[config.mk]
export PLATFORM = sky130hd
export DESIGN_NAME = traffic_light_monitor
export DESIGN_NICKNAME = d
export VERILOG_FILES = /design/src/rtl/traffic_light_pkg.sv /design/src/rtl/seven_seg_decoder.sv /design/src/rtl/traffic_light_monitor.sv
export SDC_FILE = /design/constraint.sdc
export NUM_CORES = 1
export LEC_CHECK = 0
export BUFFER_PORTS_ARGS = -buffer_cell sky130_fd_sc_hd__buf_2
export CAP_MARGIN = 20
export CELL_PAD_IN_SITES_DETAIL_PLACEMENT = 1
export CELL_PAD_IN_SITES_GLOBAL_PLACEMENT = 1
export CORE_MARGIN = 2
export CORE_UTILIZATION = 47
export DETAILED_ROUTE_END_ITERATION = 8
export PLACE_DENSITY = 0.95
export SLEW_MARGIN = 15
export SYNTH_ARGS = -nofsm -noshare
export SYNTH_HDL_FRONTEND = slang
export SYNTH_SLANG_ARGS = --single-unit
[constraint.sdc]
create_clock -name clk -period 5.8 [get_ports clk]
set_input_delay 0.58 -clock clk [delete_from_list [all_inputs] [get_ports clk]]
set_output_delay 0.58 -clock clk [all_outputs]
set_load 0.02 [all_outputs]
[src/rtl/traffic_light_pkg.sv]
// Shared encodings for the traffic light controller and its monitor:
// phase codes, FSM state codes and active-high 7-segment digit patterns (bit0=a .. bit6=g).
package traffic_light_pkg;

    typedef enum logic [1:0] {
        PH_NONE = 2'd0,
        PH_G    = 2'd1,
        PH_Y    = 2'd2,
        PH_R    = 2'd3
    } phase_t;

    typedef enum logic [1:0] {
        S_SYNC   = 2'd0,
        S_GREEN  = 2'd1,
        S_YELLOW = 2'd2,
        S_RED    = 2'd3
    } state_t;

    localparam logic [6:0] SEG_0 = 7'h3F;
    localparam logic [6:0] SEG_1 = 7'h06;
    localparam logic [6:0] SEG_2 = 7'h5B;
    localparam logic [6:0] SEG_3 = 7'h4F;
    localparam logic [6:0] SEG_4 = 7'h66;
    localparam logic [6:0] SEG_5 = 7'h6D;
    localparam logic [6:0] SEG_6 = 7'h7D;
    localparam logic [6:0] SEG_7 = 7'h07;
    localparam logic [6:0] SEG_8 = 7'h7F;
    localparam logic [6:0] SEG_9 = 7'h6F;

    function automatic logic [6:0] seg_encode(input logic [3:0] d);
        logic [6:0] s;
        s = 7'h00;
        case (d)
            4'd0: s = SEG_0;
            4'd1: s = SEG_1;
            4'd2: s = SEG_2;
            4'd3: s = SEG_3;
            4'd4: s = SEG_4;
            4'd5: s = SEG_5;
            4'd6: s = SEG_6;
            4'd7: s = SEG_7;
            4'd8: s = SEG_8;
            4'd9: s = SEG_9;
            default: s = 7'h00;
        endcase
        return s;
    endfunction

    // Legal order is G -> Y -> R -> G.
    function automatic phase_t next_phase(input phase_t p);
        phase_t n;
        n = PH_NONE;
        case (p)
            PH_G:    n = PH_Y;
            PH_Y:    n = PH_R;
            PH_R:    n = PH_G;
            default: n = PH_NONE;
        endcase
        return n;
    endfunction

    function automatic state_t phase_state(input phase_t p);
        state_t s;
        s = S_SYNC;
        case (p)
            PH_G:    s = S_GREEN;
            PH_Y:    s = S_YELLOW;
            PH_R:    s = S_RED;
            default: s = S_SYNC;
        endcase
        return s;
    endfunction

endpackage

[src/rtl/seven_seg_decoder.sv]
// Purpose: 7-segment pattern to BCD digit, valid low for any non-digit pattern.
// Latency: combinational.
// Backpressure: none, pure function of the input.
module seven_seg_decoder
    import traffic_light_pkg::*;
(
    input  logic [6:0] seg,
    output logic [3:0] digit,
    output logic       valid
);

    always_comb begin
        digit = 4'd0;
        valid = 1'b1;
        case (seg)
            SEG_0:   digit = 4'd0;
            SEG_1:   digit = 4'd1;
            SEG_2:   digit = 4'd2;
            SEG_3:   digit = 4'd3;
            SEG_4:   digit = 4'd4;
            SEG_5:   digit = 4'd5;
            SEG_6:   digit = 4'd6;
            SEG_7:   digit = 4'd7;
            SEG_8:   digit = 4'd8;
            SEG_9:   digit = 4'd9;
            default: valid = 1'b0;
        endcase
    end

endmodule

[src/rtl/traffic_light_monitor.sv]
// Purpose: checks lamp order, countdown and per-second timing of a traffic light output; optional TL_MON_TIMEOUT_EN adds err_stall.
// Latency: inputs registered once, outputs registered one clk later (2 clk input to output).
// Backpressure: none; en low freezes every register and suppresses all flag updates.
module traffic_light_monitor
    import traffic_light_pkg::*;
#(
    parameter int pSECOND_CNT_VAL    = 99,
    parameter int pTIME_GREEN_LIGHT  = 15,
    parameter int pTIME_YELLOW_LIGHT = 3,
    parameter int pTIME_RED_LIGHT    = 18,
    parameter int pCYCLE_CNT_WIDTH   = 16
) (
    input  logic                        clk,
    input  logic                        rst,
    input  logic                        en,
    input  logic                        green_light,
    input  logic                        yellow_light,
    input  logic                        red_light,
    input  logic [6:0]                  seg_a,
    input  logic [6:0]                  seg_b,
    output logic [1:0]                  phase,
    output logic [6:0]                  disp_val,
    output logic [pCYCLE_CNT_WIDTH-1:0] cycle_cnt,
    output logic                        err_onehot,
    output logic                        err_seg,
    output logic                        err_seq,
    output logic                        err_count,
    output logic                        err_time,
    output logic                        err_any
`ifdef TL_MON_TIMEOUT_EN
    ,
    output logic                        err_stall
`endif
);

    localparam int SEC_CLKS = pSECOND_CNT_VAL + 1;
    localparam int CNT_MAX  = 256 * SEC_CLKS;
    localparam int CNT_W    = $clog2(CNT_MAX + 1);

    // Input register stage
    logic [2:0] lamp_q;
    logic [6:0] seg_a_q;
    logic [6:0] seg_b_q;
    logic       en_q;

    always_ff @(posedge clk) begin
        if (rst) begin
            lamp_q  <= 3'b000;
            seg_a_q <= 7'h00;
            seg_b_q <= 7'h00;
            en_q    <= 1'b0;
        end else begin
            en_q <= en;
            if (en) begin
                lamp_q  <= {red_light, yellow_light, green_light};
                seg_a_q <= seg_a;
                seg_b_q <= seg_b;
            end
        end
    end

    logic [3:0] dig_a;
    logic [3:0] dig_b;
    logic       vld_a;
    logic       vld_b;

    seven_seg_decoder u_dec_tens  (.seg(seg_a_q), .digit(dig_a), .valid(vld_a));
    seven_seg_decoder u_dec_units (.seg(seg_b_q), .digit(dig_b), .valid(vld_b));

    logic [6:0] new_val;
    phase_t     lamp_ph;

    assign new_val = ({3'b000, dig_a} * 7'd10) + {3'b000, dig_b};

    always_comb begin
        lamp_ph = PH_NONE;
        case (lamp_q)
            3'b001:  lamp_ph = PH_G;
            3'b010:  lamp_ph = PH_Y;
            3'b100:  lamp_ph = PH_R;
            default: lamp_ph = PH_NONE;
        endcase
    end

    function automatic logic [6:0] entry_time(input phase_t p);
        logic [6:0] t;
        t = 7'd0;
        case (p)
            PH_G:    t = 7'(pTIME_GREEN_LIGHT);
            PH_Y:    t = 7'(pTIME_YELLOW_LIGHT);
            PH_R:    t = 7'(pTIME_RED_LIGHT);
            default: t = 7'd0;
        endcase
        return t;
    endfunction

    // Check stage state
    state_t                      state_q, state_d;
    phase_t                      phase_q, phase_d;
    logic [6:0]                  disp_d;
    logic [CNT_W-1:0]            cnt_q, cnt_d;
    logic [pCYCLE_CNT_WIDTH-1:0] cyc_d;
    logic                        first_q, first_d;
    logic                        seq_bad_q, seq_bad_d;
    logic                        onehot_d, seg_d, seq_d, count_d, time_d, stall_d;

    always_comb begin
        state_d   = state_q;
        phase_d   = phase_q;
        disp_d    = disp_val;
        cnt_d     = (cnt_q == CNT_W'(CNT_MAX)) ? cnt_q : cnt_q + CNT_W'(1);
        cyc_d     = cycle_cnt;
        first_d   = first_q;
        seq_bad_d = seq_bad_q;
        onehot_d  = err_onehot;
        seg_d     = err_seg;
        seq_d     = err_seq;
        count_d   = err_count;
        time_d    = err_time;
        stall_d   = 1'b0;

        if (!en) begin
            cnt_d = cnt_q;
        end else if (!en_q) begin
            // Data sampled before the freeze is stale: resynchronise.
            cnt_d   = '0;
            state_d = S_SYNC;
        end else if (lamp_ph == PH_NONE) begin
            onehot_d = 1'b1;
            phase_d  = PH_NONE;
            state_d  = S_SYNC;
        end else if (!(vld_a && vld_b)) begin
            seg_d = 1'b1;
        end else if (lamp_ph != phase_q) begin
            cnt_d   = '0;
            phase_d = lamp_ph;
            state_d = phase_state(lamp_ph);
            disp_d  = new_val;
            first_d = (state_q == S_SYNC);
            if (state_q == S_SYNC) begin
                seq_bad_d = 1'b0;
            end else begin
                if (disp_val != 7'd1)
                    count_d = 1'b1;
                if (new_val != entry_time(lamp_ph))
                    count_d = 1'b1;
                if (lamp_ph != next_phase(phase_q)) begin
                    seq_d     = 1'b1;
                    seq_bad_d = 1'b1;
                end
                // Only a cycle with no order violation since the last R->G counts.
                if (state_q == S_RED && lamp_ph == PH_G) begin
                    if (!seq_bad_q)
                        cyc_d = cycle_cnt + pCYCLE_CNT_WIDTH'(1);
                    seq_bad_d = 1'b0;
                end
            end
        end else if (new_val != disp_val) begin
            cnt_d   = '0;
            disp_d  = new_val;
            first_d = 1'b0;
            if (state_q != S_SYNC) begin
                if (new_val != disp_val - 7'd1)
                    count_d = 1'b1;
                if (!first_q && cnt_q != CNT_W'(pSECOND_CNT_VAL))
                    time_d = 1'b1;
            end
        end

`ifdef TL_MON_TIMEOUT_EN
        stall_d = err_stall | (en && en_q && (cnt_d >= CNT_W'(2 * SEC_CLKS)));
`endif
    end

    always_ff @(posedge clk) begin
        if (rst) begin
            state_q    <= S_SYNC;
            phase_q    <= PH_NONE;
            disp_val   <= 7'd0;
            cnt_q      <= '0;
            cycle_cnt  <= '0;
            first_q    <= 1'b0;
            seq_bad_q  <= 1'b0;
            err_onehot <= 1'b0;
            err_seg    <= 1'b0;
            err_seq    <= 1'b0;
            err_count  <= 1'b0;
            err_time   <= 1'b0;
            err_any    <= 1'b0;
        end else begin
            state_q    <= state_d;
            phase_q    <= phase_d;
            disp_val   <= disp_d;
            cnt_q      <= cnt_d;
            cycle_cnt  <= cyc_d;
            first_q    <= first_d;
            seq_bad_q  <= seq_bad_d;
            err_onehot <= onehot_d;
            err_seg    <= seg_d;
            err_seq    <= seq_d;
            err_count  <= count_d;
            err_time   <= time_d;
            err_any    <= onehot_d | seg_d | seq_d | count_d | time_d | stall_d;
        end
    end

`ifdef TL_MON_TIMEOUT_EN
    always_ff @(posedge clk) begin
        if (rst)
            err_stall <= 1'b0;
        else
            err_stall <= stall_d;
    end
`endif

    assign phase = phase_q;

endmodule
==> run metrics <==
dpl hpwl 8280 um; Via-to-Cell Ratio ~6.0; Highest Clock Rate between 200 and 250 MHz; fin crit share 0.798; Tmin final approximately 4600 ps; ANT nets after route 0; critical path required time 6030 ps; CTS tree built; met1 GRT Util 0.286; syn_area_per_cell 8.38 um^2; Routed WL 12000 um; Placer Congestion a little over 0.9; grt met2 use 0.476; Critical Path Start seg_a_q[1]; CP max stage cell a41o_1; Post-synth EDFFs 0; cell row count 34; Fin. Hold Viols 0; IO Pins 51; largest family of logic cells by synthesized area simple AND/OR/NAND/NOR gates; #FFs+latches synth 68; post-synthesis sequential area ratio 0.332; Synth warnings 0; Max Cap Viol 0; leakage slightly below 2 nW; compound-cell area share of the yosys netlist 0.145; largest net degree at the start of global routing 67; worst slew pin tran around 760 ps; peak per-stage delay on the critical path 540 ps; RSZ-0062 raised after global routing false; post-cts hold buffer count 0; post-CTS setup repair buffer count 0; Async S/R FF share, synth 0; post-synthesis xor/xnor area fraction 0.0909; setup TNS 0 ps; DRC violation count after routing 0; overall power 987 uW; H-tree depth 3; clock sink count 68; DR WL/cell 18.7 um; non-filler cells, final 640; Cell Chain, Critical Path nor4b_1 > nand3_1 > o21ai_1 > ha_1 > ha_1 > nor2b_1 > o21ai_0 > xnor2_1 > nor3_1 > a41o_1 > a311o_1 > a211oi_2 > or4_1; Initial Utilization 0.478; CTS resizes 0; CP startpoint kind flop; GRT busiest layer met2; area grow syn2layout 11.6%; outcome finished, final reports clean; worst hold start seg_a[0]; initial antenna violation count 0; GR Util All Layers 0.258; drt pass-1 iters 4; crit-path max FO 13; largest delay contributor family on the critical path simple AND/OR/NAND/NOR gates; adder-cell share of the synthesized area 0.0585; final slew viol count 0; power per standard cell area 216 nW/um^2; CTS Buf Count 9; placed insts 624; simple-gate share of the synthesized area 0.268; final setup violation count 0; die area 9500 um^2; post-synthesis instance area 4100 um^2; Crit path arrival time about 5000 ps; Chip Width roughly 97 um; DIE HEIGHT 97.4 um; peak supply drop around 0.00010 V; Root Driver clkbuf_8; vias in the first global route approximately 4000; clk buf depth 2; critical setup path kind reg -> reg; global route total overflow 0; clock latency on the worst-skew pair 360 ps; fill cell count between 1000 and 1500; first-pass GRT wire length 20000 um; layout net count 565; mux cell area share after synthesis 0.0616; I/O Buffers 50; crit path capture type flop; Final Skew 11.9 ps; Slew headroom 0.493; reg2reg start seg_a_q[1]; M3 GR Usage 0.0410; Antenna diodes 0; share of cells above drive strength 1 0.158; Main synth FF type dfxtp_1; routed vias approximately 3800; worst hold path class in -> reg; synth unique cells 68; Core Region between 8000 and 9000 um^2; clock-pin slew on the worst setup and hold paths 80 ps; Syn Nets 528; Initial DRC Count about 210; Synth Instances 490; most used cell along the critical path ha_1; WP buf/inv 0
sequential cells by signal, summed over array words and instances (netlist names):
| signal | count |
|---|---|
| cycle_cnt | 16 |
| state_q | 2 |
| cnt_q | 15 |
| seq_bad_q | 1 |
| seg_a_q | 7 |
| phase | 2 |
| first_q | 1 |
| lamp_q | 3 |
| err_seg | 1 |
| en_q | 1 |
| err_any | 1 |
| err_time | 1 |
| disp_val | 7 |
| err_count | 1 |
| err_seq | 1 |
| err_onehot | 1 |
| seg_b_q | 7 |
cell usage after synthesis (7+ instances only):
cell	number	area share
a21o_1	8	0.015
dfxtp_1	68	0.33
nor3b_1	8	0.015
xor2_1	19	0.041
nor3_1	13	0.016
clkbuf_1	13	0.012
inv_1	19	0.017
o21ai_0	16	0.020
o22ai_1	10	0.015
and3_1	8	0.012
nor2_1	69	0.063
nor4_1	10	0.015
nand4_1	9	0.014
nand3_1	20	0.024
or3_1	7	0.011
nand2_1	31	0.028
mux2i_1	23	0.056
a21oi_1	13	0.016
ha_1	16	0.049
xnor2_1	21	0.045
power breakdown:
part | switching, mW | internal [mW]
clock network | 0.199 | 0.198
logic | 0.0570 | 0.0395
registers | 0.0181 | 0.476
total | 0.274 | 0.713
kinds of logic after synthesis:
group,Yosys count
buffers and inverters,44
multiplexers,25
XOR/XNOR,41
adder cells (fa/ha/maj),18
AND/OR/NAND/NOR,212
AO/OA/AOI/OAI,82
flip-flops,68
worst paths after layout:
kind	endpoint	slack (ps)	cells after the start
max	err_any	1170	13
min	seg_a_q[0]	450	3
max reg2reg	err_any	1170	13
min reg2reg	err_time	520	2
final cells by class:
class	instances	area, um^2	share of cell area
inverter	19	71.3	0.0156
sequential	68	1360	0.297
clock inverter	6	65.1	0.0142
clock buffer	10	128	0.0279
timing repair buffer	51	258	0.0563
tap	108	135	0.0295
multi-input combinational	378	2560	0.559
per-stage QoR:
step,hold slack [ps],cell area (um^2),util,worst slack [ps]
floorplan,472,4100,-,2090
global placement,476,4390,0.511,1610
detailed placement,497,4390,0.511,1220
CTS,442,4580,0.533,1150
global route,457,4580,0.533,861
finish,451,4580,0.533,1170
routing by layer:
metal | vias up | wire length (um)
met2 | 82 | 6470
li1 | 1812 | -
met4 | 0 | 307
met1 | 1894 | 4830
met5 | - | 0
met3 | 23 | 390
cell usage in the layout (no fill, tap or decap), types with 3 or more instances in the layout:
| master | Yosys | routed |
|---|---|---|
| a211o_1 | 3 | 3 |
| a21o_1 | 8 | 8 |
| a21oi_1 | 13 | 13 |
| a31oi_1 | 3 | 3 |
| and3_1 | 8 | 8 |
| buf_2 | 6 | 50 |
| clkbuf_8 | 0 | 9 |
| clkinvlp_4 | 0 | 4 |
| dfxtp_1 | 68 | 68 |
| ha_1 | 16 | 16 |
| inv_1 | 19 | 19 |
| mux2i_1 | 23 | 23 |
| nand2_1 | 31 | 31 |
| nand2b_1 | 6 | 6 |
| nand3_1 | 20 | 20 |
| nand4_1 | 9 | 9 |
| nand4b_1 | 3 | 3 |
| nor2_1 | 69 | 69 |
| nor2b_1 | 6 | 6 |
| nor3_1 | 13 | 13 |
| nor3b_1 | 8 | 8 |
| nor4_1 | 10 | 10 |
| o21a_1 | 3 | 3 |
| o21ai_0 | 16 | 16 |
| o22ai_1 | 10 | 10 |
| or2_2 | 4 | 4 |
| or3_1 | 7 | 7 |
| or4_1 | 4 | 4 |
| xnor2_1 | 21 | 21 |
| xor2_1 | 19 | 19 |
worst register-to-register path, cell delays in order, from the launching register on:
cell and delay [ps]:
dfxtp_1 470, nor4b_1 520, nand3_1 140, o21ai_1 340, ha_1 360, ha_1 350
nor2b_1 150, o21ai_0 330, xnor2_1 200, nor3_1 290, a41o_1 540, a311o_1 200
a211oi_2 80, or4_1 530
(Power assumes the default switching activity.)
